[config.mk]
export PLATFORM = sky130hd
export DESIGN_NAME = uart_rx_deser
export DESIGN_NICKNAME = d
export VERILOG_FILES = /design/src/rtl/uart_rx_deser.sv
export SDC_FILE = /design/constraint.sdc
export NUM_CORES = 1
export LEC_CHECK = 0
export ABC_AREA = 1
export BUFFER_PORTS_ARGS = -buffer_cell sky130_fd_sc_hd__buf_2
export CAP_MARGIN = 20
export CORE_AREA = 2 2 49 85
export CTS_BUF_LIST = sky130_fd_sc_hd__clkbuf_4
export DETAILED_ROUTE_END_ITERATION = 16
export DIE_AREA = 0 0 51 87
export PLACE_DENSITY = 0.66
export SLEW_MARGIN = 10
export SYNTH_ARGS = -nofsm -noshare
export SYNTH_HDL_FRONTEND = slang
export SYNTH_SLANG_ARGS = --single-unit
[constraint.sdc]
create_clock -name clk -period 2.9 [get_ports clk]
set_clock_uncertainty 0.2 [all_clocks]
set_input_delay 0.145 -clock clk [delete_from_list [all_inputs] [get_ports clk]]
set_output_delay 0.145 -clock clk [all_outputs]
set_load 0.01 [all_outputs]
[src/rtl/uart_rx_deser.sv]
// UART receive deserializer: synchronizes rx_i, samples mid-bit LSB first,
// checks the stop bit and hands good bytes to a valid/ready holding register.
module uart_rx_deser #(
    parameter int DATA_WIDTH   = 8,
    parameter int CLKS_PER_BIT = 868
) (
    input  logic                  clk,
    input  logic                  rstn,
    input  logic                  rx_i,
    output logic [DATA_WIDTH-1:0] data_o,
    output logic                  valid_out,
    input  logic                  ready_out,
    output logic                  frame_err_o,
    output logic                  overrun_o,
    output logic                  busy_o
);

    localparam int HALF  = CLKS_PER_BIT / 2;
    localparam int CNT_W = $clog2(CLKS_PER_BIT);
    localparam int IDX_W = (DATA_WIDTH > 1) ? $clog2(DATA_WIDTH) : 1;

    localparam logic [CNT_W-1:0] HALF_LAST = CNT_W'(HALF - 1);
    localparam logic [CNT_W-1:0] BIT_LAST  = CNT_W'(CLKS_PER_BIT - 1);
    localparam logic [IDX_W-1:0] IDX_LAST  = IDX_W'(DATA_WIDTH - 1);

    typedef enum logic [2:0] {
        IDLE,
        START,
        DATA,
        STOP,
        BREAK
    } state_t;

    state_t                state, state_d;
    logic                  s1, rx_sync;
    logic [CNT_W-1:0]      clk_cnt, clk_cnt_d;
    logic [IDX_W-1:0]      bit_idx, bit_idx_d;
    logic [DATA_WIDTH-1:0] shreg, shreg_d;
    logic                  good_frame, bad_frame;

    always_ff @(posedge clk) begin
        if (!rstn) begin
            s1      <= 1'b1;
            rx_sync <= 1'b1;
            state   <= IDLE;
            clk_cnt <= '0;
            bit_idx <= '0;
            shreg   <= '0;
        end else begin
            s1      <= rx_i;
            rx_sync <= s1;
            state   <= state_d;
            clk_cnt <= clk_cnt_d;
            bit_idx <= bit_idx_d;
            shreg   <= shreg_d;
        end
    end

    always_comb begin
        state_d    = state;
        clk_cnt_d  = clk_cnt;
        bit_idx_d  = bit_idx;
        shreg_d    = shreg;
        good_frame = 1'b0;
        bad_frame  = 1'b0;
        case (state)
            IDLE: begin
                if (!rx_sync) begin
                    state_d   = START;
                    clk_cnt_d = '0;
                end
            end
            START: begin
                if (clk_cnt == HALF_LAST) begin
                    clk_cnt_d = '0;
                    bit_idx_d = '0;
                    state_d   = rx_sync ? IDLE : DATA;
                end else begin
                    clk_cnt_d = clk_cnt + 1'b1;
                end
            end
            DATA: begin
                if (clk_cnt == BIT_LAST) begin
                    clk_cnt_d = '0;
                    shreg_d   = DATA_WIDTH'({rx_sync, shreg} >> 1);
                    if (bit_idx == IDX_LAST) begin
                        state_d = STOP;
                    end else begin
                        bit_idx_d = bit_idx + 1'b1;
                    end
                end else begin
                    clk_cnt_d = clk_cnt + 1'b1;
                end
            end
            STOP: begin
                if (clk_cnt == BIT_LAST) begin
                    clk_cnt_d = '0;
                    if (rx_sync) begin
                        good_frame = 1'b1;
                        state_d    = IDLE;
                    end else begin
                        bad_frame = 1'b1;
                        state_d   = BREAK;
                    end
                end else begin
                    clk_cnt_d = clk_cnt + 1'b1;
                end
            end
            BREAK: begin
                // a line held low must go high before a new start is accepted
                if (rx_sync) begin
                    state_d = IDLE;
                end
            end
            default: state_d = IDLE;
        endcase
    end

    always_comb begin
        busy_o = (state != IDLE);
    end

    always_ff @(posedge clk) begin
        if (!rstn) begin
            data_o      <= '0;
            valid_out   <= 1'b0;
            frame_err_o <= 1'b0;
            overrun_o   <= 1'b0;
        end else begin
            frame_err_o <= bad_frame;
            overrun_o   <= 1'b0;
            // a pop in the same cycle frees the register for the new byte
            if (good_frame) begin
                if (!valid_out || ready_out) begin
                    data_o    <= shreg;
                    valid_out <= 1'b1;
                end else begin
                    overrun_o <= 1'b1;
                end
            end else if (valid_out && ready_out) begin
                valid_out <= 1'b0;
            end
        end
    end

endmodule

* Word level (Yosys, flattened, before mapping)
Cells that the tools add are included.
Word-level totals: output and inout port bits 12, flip-flop bits (word level) 37, logic and storage cells 69, bits of input ports 4
Cells by class: muxes and demuxes 25, equality and inequality tests 15, reduce and logical (&&, ||, !) cells 17, $add $sub $neg 2
Operators with widths (number):
- 2-to-1 mux 10 bit | 3
- 2-to-1 mux 3 bit | 10
- one-hot mux 10 bit (3 select lines) | 1
- one-hot mux 3 bit (5 select lines) | 1
- != test 2 bit, second input constant | 7
- adder 10 x 1 -> 10 bit, second input constant | 1
- equality test 10 bit, second input constant | 1
- equality test 10 x 9 -> 1 bit, second input constant | 1
- AND reduction 2 bit | 5
- 2-to-1 mux 1 bit | 8
- equality test 3 x 2 -> 1 bit, second input constant | 2
- equality test 3 bit, second input constant | 2
- one-hot mux 3 bit (2 select lines) | 1
- AND reduction 6 bit | 1
- nonzero test 3 bit | 2
- AND reduction 4 bit | 1
- nonzero test 2 bit | 2
- adder 3 x 1 -> 3 bit, second input constant | 1
- equality test 3 x 1 -> 1 bit, second input constant | 1
- zero test 3 bit | 1
- AND reduction 3 bit | 1
- 2-to-1 mux 2 bit | 1
- != test 2 x 1 -> 1 bit, second input constant | 1
- OR reduction 2 bit | 1
- other kinds (3) | 3

* Depth between registers and ports, before layout
Gate-level depths: netlist of run 1.
word-level depth 5, mapped depth 12, gate-level depth less buffers 12

* Worst setup path after synthesis of run 1
No wires, ideal clock.
kind reg2reg, start register clk_cnt[0], end register shreg[0], setup time 0.132 ns, arrival 1.291 ns, cell stages (with the launch flop) 9, path slack 1.276 ns, buffers on the path 0, data required time 2.568 ns, period minus slack after synthesis 1.624 ns, path through dfxtp_1 > ha_1 > nand3_1 > nor2_1 > nand2_2 > inv_2 > nand2_1 > nand2_1 > a21oi_1
On the way: word-level cells in the longest chain between the ends 2
Ends and longest elaborated chain:
- from (decl) | RTL line 36 | logic [CNT_W-1:0] clk_cnt, clk_cnt_d;
- from (signal assigned) | RTL line 53 | clk_cnt <= clk_cnt_d;
- equality test 10 bit | RTL line 83 | if (clk_cnt == BIT_LAST) begin
- AND reduction 2 bit (no source line)
- to (signal assigned) | RTL line 55 | shreg <= shreg_d;
- to (decl) | RTL line 38 | logic [DATA_WIDTH-1:0] shreg, shreg_d;
No other way between the ends. A chain may end at the register's enable or synchronous reset.

* Final worst setup path of run 1
start register clk_cnt[0], end register shreg[7]
Same word-level chain as after synthesis.

==> results of run 1 <==
-- power breakdown --
group	internal, µW	leakage (µW)	total, µW	switching (µW)
clock	176	0.0000410	343	167
sequential	557	0.000300	611	54.3
combinational	216	0.000605	638	422
total	948	0.000945	1590	644
-- worst max-delay path: cells and delay by family, from the launching register on --
kind | cells | cell delay, ps
AOI/OAI and AO/OA | 1 | 60
adders and majority gates | 1 | 230
buffers and inverters | 1 | 190
DFF | 1 | 410
and+or+nand+nor | 5 | 650
-- placed cells by master (no fill, tap or decap), drive strengths merged --
| cell type | n |
|---|---|
| nand3 | 21 |
| nand2 | 69 |
| buf | 15 |
| clkinv | 1 |
| o21bai | 1 |
| xor2 | 3 |
| dlygate4sd3 | 3 |
| bufinv | 1 |
| a21oi | 11 |
| clkbuf | 5 |
| ha | 4 |
| dfxtp | 37 |
| nand4 | 3 |
| o211ai | 1 |
| inv | 36 |
| o21ai | 3 |
| nor2 | 48 |
| or2 | 3 |
| nor3 | 10 |
| xnor2 | 1 |
-- per-stage QoR --
stage	power, µW	utilization (%)
6_report	1592	53.00
5_1_grt	1732	53.00
4_1_cts	1613	53.00
3_5_place_dp	1264	50.30
3_3_place_gp	1261	50.30
2_1_floorplan	1145	-
-- kinds of logic after synthesis --
group	Yosys count	share of synthesized area, %
compound gates	16	4.758
xor+xnor	4	1.960
fa+ha+maj	4	2.799
buf+inv	40	8.467
flops	37	41.43
simple gates	154	40.59
-- flip-flops by register name, indices dropped and copies added (netlist names), 3 cells and up --
signal / cells
state: 3
shreg: 8
bit_idx: 3
clk_cnt: 10
data_o: 8
-- final timing paths --
path / end / slack [ps]
max: shreg[7] / 1040
min: rx_sync / 230
max reg2reg: shreg[7] / 1040
min reg2reg: rx_sync / 230
-- synth_stat cells (2+ instances only) --
| cell type | number | share of area (%) |
|---|---|---|
| inv_1 | 28 | 5.9 |
| nand3_1 | 19 | 5.3 |
| xor2_1 | 3 | 1.5 |
| ha_1 | 4 | 2.8 |
| or2_2 | 2 | 0.70 |
| nor2_1 | 45 | 9.4 |
| nor3_2 | 4 | 2.2 |
| nand2_1 | 62 | 13 |
| nand4_1 | 2 | 0.70 |
| nor2_2 | 2 | 0.70 |
| a21oi_1 | 11 | 3.1 |
| nand3_2 | 2 | 1.1 |
| dfxtp_1 | 37 | 41 |
| nand2_2 | 6 | 2.1 |
| inv_2 | 8 | 1.7 |
| o21ai_0 | 2 | 0.56 |
| nor3_1 | 5 | 1.4 |
| clkbuf_1 | 2 | 0.42 |
-- timing repair --
action,4_1_cts,5_1_grt
hold buffers,3,0
endpoints found under the hold margin,7,0
resized for setup,0,0
-- per-layer routing --
| metal | part of all wire [%] | vias up |
|---|---|---|
| li1 | - | 832 |
| met1 | 40 | 703 |
| met2 | 55 | 17 |
| met3 | 2.1 | 6 |
| met4 | 2.3 | 0 |
| met5 | 0 | - |
-- cell type report --
| class | count | share of cell area [%] |
|---|---|---|
| inverter | 36 | 6.725 |
| tap | 48 | 2.989 |
| clock inverter | 2 | 1.743 |
| multi-input combinational | 178 | 44.58 |
| timing repair buffer | 18 | 5.230 |
| clock buffer | 5 | 1.868 |
| sequential | 37 | 36.86 |
==> impl_metrics.py, run 1 <==
metrics = {
    "run_status": {
        "status": "complete, no violations",
    },
    "sta": {
        "fin_crit_sh_pct": 64.23,
        "hold-worst-slack_ps": 226.8,
        "grt_setup_unrepaired": "false",
        "setup_viol_count_final": 0,
        "tightest_slew_ps": 402.6,
        "drv_slew": 0,
        "fin_tns_setup_ps": 0,
        "relSlewSlack_pct": 73.13,
        "hold_viol_final": 0,
        "fin_crit_ps": 1863,
        "setup_ws_ps": 1037,
        "clock.fmax_mhz": 536.9,
    },
    "grt": {
        "grt.overflow.total": 0,
        "antenna_found_initial": 0,
        "grt_pass1_vias": 1527,
        "grt_max_degree": 19,
        "grt-busiest-layer": "met2",
        "gr-usage-met1_pct": 17.94,
        "met3_usage_pct": 4.639,
        "met2_usage_pct": 36.60,
        "grtUsageTotal_pct": 18.98,
        "grt_pass1_wl_um": 6361,
    },
    "clock_tree": {
        "clkTransAtPathRegs_ps": 100,
        "post_cts_buffers": 0,
        "clock-sinks": 37,
        "cts_buffers": 5,
        "clkLatencyLatePin_ps": 340,
        "tritoncts": "built",
        "clockBufferDepth": 2,
        "cts-root-buf": "clkbuf_4",
        "cts_max_level": 2,
    },
    "yosys": {
        "synth_area_um2": 1788,
        "synth-edff-count": 0,
        "ys_async_sr_fraction_pct": 0,
        "synth_nets": 263,
        "synth_cells": 255,
        "yosysWarnings": 0,
        "synth_flop_cell": "dfxtp_1",
        "synth.distinct_cells": 29,
        "synth_seq_cells": 37,
        "syn_avg_cell_area_um2": 7.012,
        "yosysSeqAreaShare_pct": 41.43,
    },
    "placed_design": {
        "dp_slack_ps": 1051,
        "gp_congestion": 0.7709,
        "dp_cells": 314,
        "dp_hpwl_um": 2681,
        "post_dp_cell_area_um2": 1907,
        "portBuffers": 15,
    },
    "critical_path": {
        "critPathKind": "register to register",
        "startpoint": "clk_cnt[0]",
        "critPathMostFrequentCell": "nand2_1",
        "cp_data_arrival_time_ps": 1880,
        "crit_path_max_incr_delay_ps": 410,
        "reg2reg_depth": 8,
        "critPathLaunchType": "register",
        "reg2reg_from": "clk_cnt[0]",
        "worstPathMaxFanout": 10,
        "cp_slowest_cell": "dfxtp_1",
        "crit_required_ps": 2920,
        "worstSetupEndpointType": "register",
        "crit_path_cell_trace": "ha_1, nand3_1, nor2_1, nand2_2, inv_2, nand2_1, nand2_1, a21oi_1",
    },
    "pwr": {
        "p_leak_uw": 0.0009452,
        "ir_worst_vdd_uv": 495.2,
        "powerDensity_nw_per_um2": 792.3,
    },
    "floorplanning": {
        "core_area_um2": 3791,
        "die_h_um": 87,
        "die_x_um": 51,
        "die_area_um2": 4437,
        "start_util_pct": 47.16,
        "rows": 30,
        "num_io_pins": 16,
    },
    "final_layout": {
        "synthToLayoutAreaGrowth_pct": 12.39,
        "n_antenna_cell": 0,
        "fin_nets": 284,
        "final_area_um2": 2009,
        "fill_cells": 397,
        "drive_above_1_share_pct": 18.48,
        "final_cells": 324,
        "multi_input_area_um2": 895.9,
        "seq_area_um2": 740.7,
    },
    "route": {
        "totalWireLength_um": 3642,
        "first_pass_iters": 4,
        "drc": 0,
        "antenna_left": 0,
        "via_count": 1558,
        "avgRoutedWirePerCell_um": 11.24,
        "drtIter0Drc": 19,
        "viasPerCell": 4.809,
    },
    "hold_path": {
        "hold_class": "register to register",
        "hold_depth": 1,
        "min_from": "s1",
    },
    "run": {
        "drv_cap": 0,
    },
}
Power figures use the tool's default switching activity.
==> run 2: changes to the inputs <==
==> constraint.sdc (replaced) <==
create_clock -name clk -period 1.9 [get_ports clk]
set_clock_uncertainty 0.2 [all_clocks]
set_input_delay 0.095 -clock clk [delete_from_list [all_inputs] [get_ports clk]]
set_output_delay 0.095 -clock clk [all_outputs]
set_load 0.01 [all_outputs]
==> impl_metrics.py, run 2 (same netlist as run 1, synthesis figures left out) <==
metrics = {
    "hold_path": {
        "min_from": "s1",
        "hold_depth": 1,
        "worstHoldEndpoint": "rx_sync",
        "hold_class": "register to register",
    },
    "placed_design": {
        "portBuffers": 15,
        "dp_hpwl_um": 2729,
        "dp_cells": 319,
        "post_dp_cell_area_um2": 1944,
        "dp_slack_ps": 128.5,
        "gp_congestion": 0.8133,
    },
    "grt": {
        "grtUsageTotal_pct": 19.69,
        "grt_pass1_vias": 1530,
        "grt.overflow.total": 0,
        "grt_pass1_wl_um": 6568,
        "grt_max_degree": 18,
        "antenna_found_initial": 0,
    },
    "critical_path": {
        "rr_endpoint": "bit_idx[0]",
        "ff2ff_setup_slack_ps": 180,
        "crit_path_cell_trace": "ha_2, nand3_1, nor2_1, nand2_2, nand2_1, nand2_2, inv_2, nand2_2, nand2_1, inv_1, nor2_1",
        "cp_slowest_cell": "dfxtp_1",
        "critPathLaunchType": "register",
        "reg2reg_depth": 11,
        "path_buf_inv": 2,
        "crit_required_ps": 1990,
        "critPathKind": "register to register",
        "worstPathMaxFanout": 7,
        "crit_path_max_incr_delay_ps": 380,
        "worstSetupEndpointType": "register",
        "crit_family": "simple AND/OR/NAND/NOR gates",
        "reg2reg_from": "clk_cnt[1]",
        "critPathMostFrequentCell": "nand2_2",
        "cp_data_arrival_time_ps": 1810,
    },
    "sta": {
        "setup_viol_count_final": 0,
        "tightest_slew_ps": 380.4,
        "fin_crit_ps": 1720,
        "setup_ws_ps": 180.0,
        "fin_crit_sh_pct": 90.53,
        "grt_setup_unrepaired": "false",
        "hold_viol_final": 0,
        "drv_slew": 0,
        "clock.fmax_mhz": 581.4,
        "relSlewSlack_pct": 74.61,
        "fin_tns_setup_ps": 0,
    },
    "final_layout": {
        "n_antenna_cell": 0,
        "final_cells": 330,
        "largest_reg_flops": 10,
        "fin_nets": 289,
        "drive_above_1_share_pct": 20.92,
        "layout_common_cells": "nand2_1 (62), nor2_1 (45), dfxtp_1 (36)",
        "multi_input_area_um2": 898.4,
        "fill_cells": 377,
        "final_area_um2": 2062,
        "largest-register": "clk_cnt",
        "synthToLayoutAreaGrowth_pct": 15.33,
        "seq_area_um2": 742.0,
        "reg_top3": "clk_cnt x10, data_o x8, shreg x8",
        "layout_commonest_cell": "nand2_1",
    },
    "route": {
        "avgRoutedWirePerCell_um": 11.33,
        "met2_length_um": 2011,
        "highest_layer": "met4",
        "drc": 0,
        "first_pass_iters": 3,
        "viasPerCell": 4.861,
        "drtIter0Drc": 18,
        "wl_met3_um": 79,
        "totalWireLength_um": 3738,
        "via_count": 1604,
        "antenna_left": 0,
        "drt-met1-wl_um": 1528,
    },
    "clock_tree": {
        "post_cts_buffers": 0,
        "tritoncts": "built",
        "clkTransAtPathRegs_ps": 120,
        "clkLatencyLatePin_ps": 350,
        "clockBufferDepth": 2,
        "cts_max_level": 2,
        "clock-sinks": 37,
        "cts-root-buf": "clkbuf_4",
        "cts_buffers": 5,
    },
    "floorplanning": {
        "num_io_pins": 16,
        "core_area_um2": 3791,
        "die_h_um": 87,
        "start_util_pct": 47.16,
        "die_area_um2": 4437,
        "die_x_um": 51,
        "rows": 30,
    },
    "pwr": {
        "ir_worst_vdd_uv": 848.1,
        "power_uw": 2528,
        "powerDensity_nw_per_um2": 1226,
        "p_leak_uw": 0.0009739,
    },
    "run_status": {
        "status": "complete, no violations",
    },
    "run": {
        "drv_cap": 0,
    },
}
-- run 2: worst max path at each step --
| stage | start | end | slack, ps | depth (start not counted) |
|---|---|---|---|---|
| 6_report | clk_cnt[1] | bit_idx[0] | 180 | 11 |
| 5_1_grt | clk_cnt[1] | bit_idx[0] | 10 | 11 |
| 4_1_cts | clk_cnt[0] | bit_idx[0] | 120 | 11 |
| 3_5_place_dp | clk_cnt[0] | data_o[7] | 130 | 8 |
| 3_3_place_gp | clk_cnt[0] | data_o[5] | 190 | 8 |
| 2_1_floorplan | clk_cnt[0] | shreg[0] | 280 | 8 |
-- run 2: where the power goes --
group	switching, µW	total [µW]	internal, µW
sequential	78.9	931	852
clock	277	572	294
combinational	666	1030	359
total	1020	2530	1510
-- run 2: metal layers --
layer / GRT usage [%] / vias up
li1: - / 840
met5: 0 / -
met1: 19.78 / 737
met3: 4.639 / 9
met4: 10.57 / 0
met2: 36.13 / 18
-- run 2: what timing repair did --
action,in CTS,in global routing
hold endpoints to repair,22,0
hold buffers,3,0
setup endpoints to repair,0,14
gates resized for setup,0,2
-- run 2: cell type report --
type / count / share of cell area (%)
timing repair buffer: 23 / 6.917
clock buffer: 6 / 2.184
multi-input combinational: 178 / 43.57
tap: 48 / 2.913
clock inverter: 2 / 1.881
sequential: 37 / 35.98
inverter: 36 / 6.553
-- run 2: per-stage QoR --
step | utilization (%) | hold slack, ps
floorplan | - | 1.577
global placement | 51.29 | 85.95
detailed placement | 51.29 | 87.35
CTS | 54.29 | 232.0
global route | 54.39 | 256.3
finish | 54.39 | 230.1
==> run 3: changes to the inputs <==
--- a/config.mk
+++ b/config.mk
@@ -7,12 +7,10 @@
 export LEC_CHECK = 0
 export ABC_AREA = 1
 export BUFFER_PORTS_ARGS = -buffer_cell sky130_fd_sc_hd__buf_2
-export CAP_MARGIN = 20
-export CORE_AREA = 2 2 49 85
+export CORE_AREA = 2 2 54 94
 export CTS_BUF_LIST = sky130_fd_sc_hd__clkbuf_4
 export DETAILED_ROUTE_END_ITERATION = 16
-export DIE_AREA = 0 0 51 87
-export PLACE_DENSITY = 0.66
+export DIE_AREA = 0 0 56 96
 export SLEW_MARGIN = 10
 export SYNTH_ARGS = -nofsm -noshare
 export SYNTH_HDL_FRONTEND = slang
==> impl_metrics.py, run 3 (same netlist as run 1, synthesis figures left out) <==
metrics = {
    "route": {
        "via_count": 1581,
        "antenna_left": 0,
        "drc": 0,
        "avgRoutedWirePerCell_um": 11.50,
        "viasPerCell": 4.719,
        "drtIter0Drc": 43,
        "first_pass_iters": 5,
        "totalWireLength_um": 3851,
    },
    "floorplanning": {
        "die_area_um2": 5376,
        "core_area_um2": 4624,
        "rows": 33,
        "num_io_pins": 16,
        "start_util_pct": 38.66,
        "die_h_um": 96,
        "die_x_um": 56,
    },
    "grt": {
        "grt_pass1_wl_um": 6817,
        "met2_usage_pct": 30.98,
        "grt_pass1_vias": 1572,
        "antenna_found_initial": 0,
        "met3_usage_pct": 3.495,
        "grt-busiest-layer": "met2",
        "grt_max_degree": 14,
        "grtUsageTotal_pct": 16.06,
        "gr-usage-met1_pct": 16.05,
        "grt.overflow.total": 0,
    },
    "final_layout": {
        "n_antenna_cell": 0,
        "fill_cells": 500,
        "reg_top3": "clk_cnt x10, data_o x8, shreg x8",
        "largest_reg_flops": 10,
        "largest-register": "clk_cnt",
        "fin_nets": 290,
        "layout_common_cells": "nand2_1 (62), nor2_1 (45), dfxtp_1 (37)",
        "layout_commonest_cell": "nand2_1",
        "synthToLayoutAreaGrowth_pct": 15.82,
        "final_area_um2": 2071,
        "drive_above_1_share_pct": 20.49,
        "final_core_util_pct": 44.78,
    },
    "placed_design": {
        "post_dp_cell_area_um2": 1957,
        "gp_congestion": 0.7972,
        "dp_hpwl_um": 2889,
        "portBuffers": 15,
    },
    "sta": {
        "grt_setup_unrepaired": "false",
        "tightest_slew_ps": 398.0,
        "setup_viol_count_final": 0,
        "fin_tns_setup_ps": 0,
        "relSlewSlack_pct": 73.44,
        "drv_slew": 0,
        "clock.fmax_mhz": 589.0,
        "hold_viol_final": 0,
        "fin_crit_sh_pct": 89.35,
        "fin_crit_ps": 1698,
    },
    "clock_tree": {
        "post_cts_buffers": 0,
        "clkTransAtPathRegs_ps": 120,
        "cts_max_level": 2,
        "cts_hold_buffers": 3,
        "clock-sinks": 37,
        "tritoncts": "built",
        "cts_buffers": 5,
        "cts-root-buf": "clkbuf_4",
        "post_cts_resized": 0,
        "clockBufferDepth": 2,
        "clkLatencyLatePin_ps": 350,
    },
    "critical_path": {
        "cp_data_arrival_time_ps": 1740,
        "critPathKind": "register to register",
        "worstPathMaxFanout": 8,
        "rr_endpoint": "shreg[7]",
        "ff2ff_setup_slack_ps": 200,
        "critPathLaunchType": "register",
        "crit_required_ps": 1940,
        "reg2reg_depth": 8,
        "worstSetupEndpoint": "shreg[7]",
        "startpoint": "clk_cnt[1]",
        "reg2reg_from": "clk_cnt[1]",
        "worstSetupEndpointType": "register",
    },
    "pwr": {
        "powerDensity_nw_per_um2": 1223,
        "ir_worst_vdd_uv": 674.0,
        "p_leak_uw": 0.0009771,
    },
    "run_status": {
        "status": "complete, no violations",
    },
    "run": {
        "drv_cap": 0,
    },
    "hold_path": {
        "hold_class": "register to register",
    },
}
## run 3: changes by cell type in the layout (fill, tap and decap cells not counted)
cell	before	now
buf_4	5	6
clkbuf_4	6	5
clkinvlp_4	0	1
dfxtp_1	36	37
dfxtp_2	1	0
ha_1	3	4
ha_2	1	0
## run 3: routing by layer
metal / part of all wire [%] / up-vias
met3: 2.4 / 8
li1: - / 842
met1: 40 / 714
met4: 2.3 / 0
met5: 0 / -
met2: 55 / 17
## run 3: critical path: stages, from the launching register on
cell     delay, ps
dfxtp_1        370
ha_1           210
nand3_1         90
nor2_1         110
nand2_2        120
inv_2          110
nand2_1        190
nand2_1        120
a21oi_1         60
## run 3: report_power, final
group,switching [µW],internal (µW)
combinational,672,370
clock,286,278
sequential,75.4,850
## run 3: cell type report
cell class                 instances  area, µm²  share of cell area, %
clock buffer                       5      37.54                  1.813
multi-input combinational        178      895.9                  43.26
inverter                          36      135.1                  6.526
timing repair buffer              24      150.1                  7.251
clock inverter                     3      46.29                  2.236
tap                               52      65.06                  3.142
sequential                        37      740.7                  35.77
## run 3: how the worst min path moves through the flow
stage                     start      end  slack (ps)  cells after the start
after CTS                    s1  rx_sync         240                      1
after global placement     rx_i       s1          80                      2
after global routing         s1  rx_sync         240                      1
after detailed placement   rx_i       s1          90                      2
after floorplan            rx_i       s1           2                      1
final                        s1  rx_sync         230                      1
## run 3: metrics by stage
step | total power, µW | hold WS [ps] | cells | worst slack (ps)
finish | 2532 | 232.0 | 335 | 202.3
global route | 2762 | 241.6 | 335 | 10.35
CTS | 2564 | 235.7 | 335 | 185.0
detailed placement | 1986 | 85.47 | 324 | 190.0
global placement | 1982 | 81.33 | 324 | 229.0
floorplan | 1747 | 1.577 | 255 | 276.2
